==> src/rtl/mips_pkg.sv <==
// rtl/mips_pkg.sv - opcode/funct, ALU code, mux select and state encodings for the multi-cycle controller
package mips_pkg;

  localparam logic [5:0] OP_RTYPE = 6'b000000;
  localparam logic [5:0] OP_LW    = 6'b100011;
  localparam logic [5:0] OP_SW    = 6'b101011;
  localparam logic [5:0] OP_ADDI  = 6'b001000;
  localparam logic [5:0] OP_ANDI  = 6'b001100;
  localparam logic [5:0] OP_BEQ   = 6'b000100;
  localparam logic [5:0] OP_JAL   = 6'b000011;

  localparam logic [5:0] FN_ADD = 6'b100000;
  localparam logic [5:0] FN_SLL = 6'b000000;
  localparam logic [5:0] FN_AND = 6'b100100;
  localparam logic [5:0] FN_NOR = 6'b100111;
  localparam logic [5:0] FN_SLT = 6'b101010;
  localparam logic [5:0] FN_JR  = 6'b001000;

  localparam logic [3:0] ALU_AND  = 4'b0000;
  localparam logic [3:0] ALU_ANDI = 4'b0001;
  localparam logic [3:0] ALU_ADD  = 4'b0010;
  localparam logic [3:0] ALU_ADDI = 4'b0011;
  localparam logic [3:0] ALU_SLL  = 4'b0100;
  localparam logic [3:0] ALU_SLT  = 4'b0111;
  localparam logic [3:0] ALU_LW   = 4'b1000;
  localparam logic [3:0] ALU_SW   = 4'b1001;
  localparam logic [3:0] ALU_BEQ  = 4'b1010;
  localparam logic [3:0] ALU_JAL  = 4'b1011;
  localparam logic [3:0] ALU_NOR  = 4'b1100;
  localparam logic [3:0] ALU_JR   = 4'b1111;

  localparam logic [1:0] PC_SRC_ALU    = 2'd0;
  localparam logic [1:0] PC_SRC_ALUOUT = 2'd1;
  localparam logic [1:0] PC_SRC_JUMP   = 2'd2;
  localparam logic [1:0] PC_SRC_REG    = 2'd3;

  localparam logic [1:0] SRCB_RT      = 2'd0;
  localparam logic [1:0] SRCB_FOUR    = 2'd1;
  localparam logic [1:0] SRCB_IMM     = 2'd2;
  localparam logic [1:0] SRCB_IMM_SH2 = 2'd3;

  localparam logic [1:0] DST_RT = 2'd0;
  localparam logic [1:0] DST_RD = 2'd1;
  localparam logic [1:0] DST_RA = 2'd2;

  localparam logic [1:0] M2R_ALUOUT = 2'd0;
  localparam logic [1:0] M2R_MDR    = 2'd1;
  localparam logic [1:0] M2R_PC     = 2'd2;

  typedef enum logic [3:0] {
    FETCH, DECODE, EXEC_R, EXEC_I, MEM_RD, MEM_WR,
    WB_R, WB_I, WB_LW, BRANCH, JUMP, HALT
  } state_t;

endpackage

==> src/rtl/mips_multicycle_ctrl_if.sv <==
// rtl/mips_multicycle_ctrl_if.sv - shared instruction/data memory port handshake
interface mips_multicycle_ctrl_if;
  logic mem_req;
  logic mem_we;
  logic iord;
  logic mem_ready;

  modport master (output mem_req, output mem_we, output iord, input mem_ready);
  modport slave  (input mem_req, input mem_we, input iord, output mem_ready);
endinterface

==> src/rtl/mips_alu_decode.sv <==
// rtl/mips_alu_decode.sv - {opcode,funct} to ALU control code, jr detect and legality
module mips_alu_decode
  import mips_pkg::*;
#(
  parameter int ALUC_W = 4
) (
  input  logic [5:0]        opcode,
  input  logic [5:0]        funct,
  output logic [ALUC_W-1:0] alu_ctrl,
  output logic              is_jr,
  output logic              is_legal
);

  logic [3:0] code;

  always_comb begin
    code     = ALU_AND;
    is_jr    = 1'b0;
    is_legal = 1'b1;
    case (opcode)
      OP_RTYPE: begin
        case (funct)
          FN_ADD: code = ALU_ADD;
          FN_SLL: code = ALU_SLL;
          FN_AND: code = ALU_AND;
          FN_NOR: code = ALU_NOR;
          FN_SLT: code = ALU_SLT;
          FN_JR: begin
            code  = ALU_JR;
            is_jr = 1'b1;
          end
          default: is_legal = 1'b0;
        endcase
      end
      OP_LW:   code = ALU_LW;
      OP_SW:   code = ALU_SW;
      OP_ADDI: code = ALU_ADDI;
      OP_ANDI: code = ALU_ANDI;
      OP_BEQ:  code = ALU_BEQ;
      OP_JAL:  code = ALU_JAL;
      default: is_legal = 1'b0;
    endcase
  end

  assign alu_ctrl = ALUC_W'(code);

endmodule

==> src/rtl/mips_multicycle_ctrl.sv <==
// rtl/mips_multicycle_ctrl.sv - multi-cycle MIPS sequencer with memory watchdog
// Optional ILLEGAL_TRAP_EN: unknown instructions set illegal and halt instead of acting as NOPs.
module mips_multicycle_ctrl
  import mips_pkg::*;
#(
  parameter int ALUC_W   = 4,
  parameter int WAIT_MAX = 255
) (
  input  logic                   clk,
  input  logic                   rst_n,
  input  logic [5:0]             opcode,
  input  logic [5:0]             funct,
  input  logic                   alu_zero,
  mips_multicycle_ctrl_if.master mem,
  output logic                   ir_write,
  output logic                   pc_write,
  output logic [1:0]             pc_src,
  output logic                   alu_src_a,
  output logic [1:0]             alu_src_b,
  output logic [ALUC_W-1:0]      alu_ctrl,
  output logic                   reg_write,
  output logic [1:0]             reg_dst,
  output logic [1:0]             mem_to_reg,
  output logic                   mem_err,
  output logic                   illegal
);

  localparam int CNT_W = $clog2(WAIT_MAX + 1);

`ifdef ILLEGAL_TRAP_EN
  localparam state_t ILLEGAL_NEXT = HALT;
`else
  localparam state_t ILLEGAL_NEXT = FETCH;
`endif

  state_t            state, state_next;
  logic              active;
  logic [5:0]        op_q, fn_q;
  logic [CNT_W-1:0]  wait_cnt;
  logic [ALUC_W-1:0] dec_alu_ctrl;
  logic              dec_is_jr, dec_is_legal;
  logic              wd_expire, illegal_hit;

  mips_alu_decode #(.ALUC_W(ALUC_W)) u_alu_decode (
    .opcode   (op_q),
    .funct    (fn_q),
    .alu_ctrl (dec_alu_ctrl),
    .is_jr    (dec_is_jr),
    .is_legal (dec_is_legal)
  );

  // active holds every output at 0 while in reset and for the edge that releases it
  always_ff @(posedge clk or negedge rst_n) begin
    if (!rst_n) begin
      active   <= 1'b0;
      state    <= FETCH;
      op_q     <= '0;
      fn_q     <= '0;
      wait_cnt <= '0;
      mem_err  <= 1'b0;
    end else begin
      active <= 1'b1;
      if (active) state <= state_next;
      if (ir_write) begin
        op_q <= opcode;
        fn_q <= funct;
      end
      if (mem.mem_req) begin
        if (mem.mem_ready) wait_cnt <= '0;
        else if (wait_cnt != CNT_W'(WAIT_MAX)) wait_cnt <= wait_cnt + 1'b1;
      end
      if (wd_expire) mem_err <= 1'b1;
    end
  end

`ifdef ILLEGAL_TRAP_EN
  always_ff @(posedge clk or negedge rst_n) begin
    if (!rst_n) illegal <= 1'b0;
    else if (illegal_hit) illegal <= 1'b1;
  end
`else
  assign illegal = 1'b0;
`endif

  always_comb begin
    state_next   = state;
    mem.mem_req  = 1'b0;
    mem.mem_we   = 1'b0;
    mem.iord     = 1'b0;
    ir_write     = 1'b0;
    pc_write     = 1'b0;
    pc_src       = PC_SRC_ALU;
    alu_src_a    = 1'b0;
    alu_src_b    = SRCB_RT;
    alu_ctrl     = ALUC_W'(ALU_AND);
    reg_write    = 1'b0;
    reg_dst      = DST_RT;
    mem_to_reg   = M2R_ALUOUT;
    illegal_hit  = 1'b0;
    wd_expire    = 1'b0;
    if (active) begin
      case (state)
        FETCH: begin
          mem.mem_req = 1'b1;
          alu_src_b   = SRCB_FOUR;
          alu_ctrl    = ALUC_W'(ALU_ADD);
          if (mem.mem_ready) begin
            ir_write   = 1'b1;
            pc_write   = 1'b1;
            state_next = DECODE;
          end
        end
        DECODE: begin
          alu_src_b = SRCB_IMM_SH2;
          alu_ctrl  = ALUC_W'(ALU_ADD);
          case (op_q)
            OP_RTYPE:                      state_next = EXEC_R;
            OP_LW, OP_SW, OP_ADDI, OP_ANDI: state_next = EXEC_I;
            OP_BEQ:                        state_next = BRANCH;
            OP_JAL:                        state_next = JUMP;
            default:                       illegal_hit = 1'b1;
          endcase
        end
        EXEC_R: begin
          alu_src_a = 1'b1;
          alu_ctrl  = dec_alu_ctrl;
          if (dec_is_jr) begin
            pc_write   = 1'b1;
            pc_src     = PC_SRC_REG;
            state_next = FETCH;
          end else if (!dec_is_legal) begin
            illegal_hit = 1'b1;
          end else begin
            state_next = WB_R;
          end
        end
        EXEC_I: begin
          alu_src_a = 1'b1;
          alu_src_b = SRCB_IMM;
          alu_ctrl  = dec_alu_ctrl;
          case (op_q)
            OP_LW:   state_next = MEM_RD;
            OP_SW:   state_next = MEM_WR;
            default: state_next = WB_I;
          endcase
        end
        MEM_RD: begin
          mem.mem_req = 1'b1;
          mem.iord    = 1'b1;
          if (mem.mem_ready) state_next = WB_LW;
        end
        MEM_WR: begin
          mem.mem_req = 1'b1;
          mem.mem_we  = 1'b1;
          mem.iord    = 1'b1;
          if (mem.mem_ready) state_next = FETCH;
        end
        WB_R: begin
          reg_write  = 1'b1;
          reg_dst    = DST_RD;
          state_next = FETCH;
        end
        WB_I: begin
          reg_write  = 1'b1;
          state_next = FETCH;
        end
        WB_LW: begin
          reg_write  = 1'b1;
          mem_to_reg = M2R_MDR;
          state_next = FETCH;
        end
        BRANCH: begin
          alu_src_a  = 1'b1;
          alu_ctrl   = ALUC_W'(ALU_BEQ);
          pc_write   = alu_zero;
          pc_src     = PC_SRC_ALUOUT;
          state_next = FETCH;
        end
        JUMP: begin
          reg_write  = 1'b1;
          reg_dst    = DST_RA;
          mem_to_reg = M2R_PC;
          pc_write   = 1'b1;
          pc_src     = PC_SRC_JUMP;
          alu_ctrl   = ALUC_W'(ALU_JAL);
          state_next = FETCH;
        end
        default: ;
      endcase
      wd_expire = mem.mem_req && !mem.mem_ready && (wait_cnt == CNT_W'(WAIT_MAX - 1));
      if (illegal_hit) state_next = ILLEGAL_NEXT;
      if (wd_expire) state_next = HALT;
    end
  end

endmodule

==> src/flat_wrapper.sv <==
// flat-port wrapper written by rule: the top's interface ports become plain ports
module mips_multicycle_ctrl_flat import mips_pkg::*;
#(
  parameter int ALUC_W   = 4,
  parameter int WAIT_MAX = 255
)
  (clk, rst_n, opcode, funct, alu_zero, ir_write, pc_write, pc_src, alu_src_a, alu_src_b, alu_ctrl, reg_write, reg_dst, mem_to_reg, mem_err, illegal, mem_mem_req, mem_mem_we, mem_iord, mem_mem_ready);
  mips_multicycle_ctrl_if mem_i ();
  input  logic clk;
  input  logic rst_n;
  input  logic [5:0] opcode;
  input  logic [5:0] funct;
  input  logic alu_zero;
  output logic ir_write;
  output logic pc_write;
  output logic [1:0] pc_src;
  output logic alu_src_a;
  output logic [1:0] alu_src_b;
  output logic [ALUC_W-1:0] alu_ctrl;
  output logic reg_write;
  output logic [1:0] reg_dst;
  output logic [1:0] mem_to_reg;
  output logic mem_err;
  output logic illegal;
  output wire logic [$bits(mem_i.mem_req)-1:0] mem_mem_req;
  output wire logic [$bits(mem_i.mem_we)-1:0] mem_mem_we;
  output wire logic [$bits(mem_i.iord)-1:0] mem_iord;
  input wire logic [$bits(mem_i.mem_ready)-1:0] mem_mem_ready;
  assign mem_mem_req = mem_i.mem_req;
  assign mem_mem_we = mem_i.mem_we;
  assign mem_iord = mem_i.iord;
  assign mem_i.mem_ready = mem_mem_ready;
  mips_multicycle_ctrl #(.ALUC_W(ALUC_W), .WAIT_MAX(WAIT_MAX)) u_core (.clk(clk), .rst_n(rst_n), .opcode(opcode), .funct(funct), .alu_zero(alu_zero), .mem(mem_i), .ir_write(ir_write), .pc_write(pc_write), .pc_src(pc_src), .alu_src_a(alu_src_a), .alu_src_b(alu_src_b), .alu_ctrl(alu_ctrl), .reg_write(reg_write), .reg_dst(reg_dst), .mem_to_reg(mem_to_reg), .mem_err(mem_err), .illegal(illegal));
endmodule
==> config.mk <==
export PLATFORM = sky130hd
export DESIGN_NAME = mips_multicycle_ctrl_flat
export DESIGN_NICKNAME = d
export VERILOG_FILES = /design/src/rtl/mips_pkg.sv /design/src/rtl/mips_multicycle_ctrl_if.sv /design/src/rtl/mips_alu_decode.sv /design/src/rtl/mips_multicycle_ctrl.sv /design/src/flat_wrapper.sv
export SDC_FILE = /design/constraint.sdc
export NUM_CORES = 1
export LEC_CHECK = 0
export ABC_AREA = 1
export CORE_UTILIZATION = 47
export CTS_CLUSTER_DIAMETER = 50
export DETAILED_ROUTE_END_ITERATION = 6
export PLACE_DENSITY = 0.76
export SLEW_MARGIN = 10
export SYNTH_ARGS = -nofsm -noshare
export SYNTH_HDL_FRONTEND = slang
export SYNTH_HIERARCHICAL = 1
export SYNTH_SLANG_ARGS = --single-unit
==> constraint.sdc <==
create_clock -name clk -period 1.44 [get_ports clk]
set_input_delay 0.288 -clock clk [delete_from_list [all_inputs] [get_ports clk]]
set_output_delay 0.288 -clock clk [all_outputs]
set_load 0.05 [all_outputs]
==> summary.md <==
| Metric | Value |
|---|---|
| Hold_buf cts | 0 |
| CP arrival | 2.03 ns |
| Final period utilization | 161% |
| Final min period | 2.32 ns |
| Reg2Reg Depth | 9 |
| Failing checks | negative setup slack |
| Biggest cell delay along the critical path | 0.43 ns |
| Via count | 2873 |
| Placed insts | 420 |
| Clock latency on the worst-skew pair | 0.28 ns |
| CTS Buf Count | 3 |
| Mapped Cells | 291 |
| Most frequent cell after synthesis | nand2_1 |
| CP Data Required Time | 1.15 ns |
| Placed Instance Area | 3100 um2 |
| R2R Path Start | u_core/state[0]$_DFFE_PN0P_ |
| Share of the synthesized area in the top cell type | 33.1% |
| Worst vdd ir | 0.00128 V |
| 1st-iter DRT viols | 534 |
| Register area share after synthesis | 33.1% |
| N_diodes | 0 |
| FP Rows | 23 |
| Worst slack, placed | -0.329 ns |
| Crit path max fanout | 3 |
| GR peak layer | met2 |
| Post-Layout Cell Count | 453 |
| DIE AREA | 4450 um2 |
| WP buf/inv | 3 |
| Syn-to-layout area delta | 90.4% |
| Clock Tree Buf Depth | 2 |
| Final wirelength | 10.1 mm |
| Max-slew violations | 0 |
| Vias in the first global route | 2416 |
| Outcome | complete, but fails checks |
| Drt via density | 6.34 |
| Boundary pin count | 37 |
| Async SR Flop Fraction | 100% |
| Drt wl/cell | 22.4 um |
| Die W | 66.7 um |
| Crit Path Category | register to primary output |
| Fin. Hold Viols | 0 |
| Post-synth EDFFs | 0 |
| Reg-to-Reg End | u_core/mem_err$_DFFE_PN0P_ |
| Finished Core Util | 93.7% |
| RSZ-0062 raised after global routing | true |
| Cell area after layout | 3750 um2 |
| Initial antenna violation count | 0 |
| Met3 Usage GRT | 5.48% |
| Final setup viols | 44 |
| Max Cap Violations | 0 |
| TritonCTS clock tree | built |
| Final WS setup | -0.881 ns |
| PortBufs | 35 |
| Share of layout cells above drive strength 1 | 51.1% |
| Synth Register Bits | 26 |
| Static Leak | 1.76 nW |
| Slowest CP cell | dfrtp_1 |
| Cell variety after synth | 36 |
| Routability cong. | 0.861 |
| Routed Antenna Nets | 0 |
| CTS sink count | 26 |
| Type of the worst min-delay path | input port to async pin |
| Top cells by area, synth | dfrtp_1 (33%), nand2_1 (17%), nor2_1 (7.4%) |
| GRT Overall Usage | 36.0% |
| Root Driver | clkbuf_8 |
| Crit path depth | 10 |
| Syn_nets | 309 |
| Clock transition at path regs | 0.11 ns |
| Power Dens Cells | 1960 nW/um2 |
| Initial core utilization | 49.2% |
| CP startpoint | u_core/fn_q[1]$_DFFE_PN0P_ |
| M2 GR Usage | 63.3% |
| Setup TNS Final | -19.16 ns |
| Hpwl dp | 3.97 mm |
| Primary FF master, synth | dfrtp_1 |
| Critical Path End Type | primary output |
| Largest net degree at the start of global routing | 27 |
| Mean Syn Cell Area | 6.76 um2 |
| Global route overflow | 0 |
| DRC | 0 |
| Final net count | 422 |
| Top post-synthesis cells by count | nand2_1 (88), nor2_1 (39), inv_1 (32) |
| CP dominant cell by count | nor2_1 |
| Die height | 66.7 um |
| Leading area contributor after synthesis | dfrtp_1 |
| CP cell instances | buf_4 > inv_1 > nor2_1 > nand3_1 > nor2_1 > nor2_2 > nand3_2 > nor2_4 > a21oi_4 > buf_12 |
| First-pass GRT wire length | 11.8 mm |
| Htree depth | 1 |
| Ys Warns | 6 |
| Clock skew | 0.0156 ns |
| Setup crit end | alu_ctrl[1] |
| CP delay by family, top | simple AND/OR/NAND/NOR gates |
| Fmax | 431 MHz |
| Mapped Area | 1970 um2 |
| Core Footprint | 4000 um2 |
| M1 GR Usage | 40.6% |
| Worst R2R Setup Slack | -0.50 ns |
| Type of origin of the critical path | register |
| DRT Pass-1 Iters | 7 |
cells by family (layout without fill, tap and decap cells):
family	after synthesis	count (layout)	synth area share (%)
XOR/XNOR	4	4	1.78
buffers and inverters	42	153	9.28
AND/OR/NAND/NOR	184	185	44.6
flip-flops	26	26	33.1
AO/OA/AOI/OAI	31	31	9.66
other	2	2	0.382
adder cells (fa/ha/maj)	2	2	1.27
where the power goes:
| part | internal (mW) | leakage [nW] | switching [mW] |
|---|---|---|---|
| Clock | 0.199 | 0.0228 | 0.254 |
| Combinational | 2.36 | 1.41 | 3.24 |
| Sequential | 0.976 | 0.329 | 0.316 |
| Total | 3.54 | 1.76 | 3.81 |
metrics by stage:
stage                     power (mW)  hold slack [ns]
after floorplan                 3.40         -0.00759
final                           7.35            0.367
after detailed placement        4.91            0.495
after CTS                       6.07            0.383
after global routing            7.69            0.420
after global placement          4.83            0.484
how the worst min path moves through the flow:
| stage | from | end | slack, ns | depth (start not counted) |
|---|---|---|---|---|
| after floorplan | rst_n | u_core/active$_DFF_PN0_ | -0.008 | 0 |
| after global placement | u_core/fn_q[4]$_DFFE_PN0P_ | u_core/fn_q[4]$_DFFE_PN0P_ | 0.48 | 2 |
| after detailed placement | u_core/fn_q[4]$_DFFE_PN0P_ | u_core/fn_q[4]$_DFFE_PN0P_ | 0.50 | 2 |
| after CTS | rst_n | u_core/wait_cnt[1]$_DFFE_PN0P_ | 0.38 | 2 |
| after global routing | rst_n | u_core/mem_err$_DFFE_PN0P_ | 0.42 | 2 |
| final | rst_n | u_core/mem_err$_DFFE_PN0P_ | 0.37 | 2 |
layout by cell type (no fill, tap or decap), types with 5 or more instances in the layout:
master,Yosys,final
buf_4,2,57
nand2_2,3,15
nand4_1,5,5
clkdlybuf4s50_1,0,15
inv_1,32,23
inv_4,1,5
dfrtp_2,0,5
dfrtp_1,26,21
nor2_4,5,19
buf_6,2,18
buf_12,0,22
nand2_4,2,9
a21oi_4,0,6
nand2_1,88,68
inv_2,4,7
nor2_1,39,21
o21ai_1,4,7
nand3_1,24,19
nor2_2,5,9
flip-flops by register name, summed over array words and instances (netlist names):
| register | flops |
|---|---|
| u_core/wait_cnt | 8 |
| u_core/fn_q | 6 |
| u_core/op_q | 6 |
| u_core/state | 4 |
| u_core/active | 1 |
| u_core/mem_err | 1 |
per-layer routing:
layer / up-vias / share of wire (%)
met1: 1288 / 33
met3: 140 / 11
met5: - / 0.46
met4: 2 / 9.5
met2: 297 / 47
li1: 1146 / -
layout make-up:
class | count | area, um2
sequential | 26 | 657
tap | 50 | 62.6
fill | 132 | 253
timing repair buffer | 112 | 1220
clock buffer | 4 | 45.0
multi-input combinational | 224 | 1600
inverter | 37 | 160
repair_timing:
| action | 4_1_cts | 5_1_grt |
|---|---|---|
| setup endpoints to repair | 43 | 44 |
| buffers inserted | 18 | 17 |
| resized for setup | 54 | 52 |
| pin swaps | 27 | 18 |
| cloned | 1 | 0 |
Power figures use the tool's default switching activity.
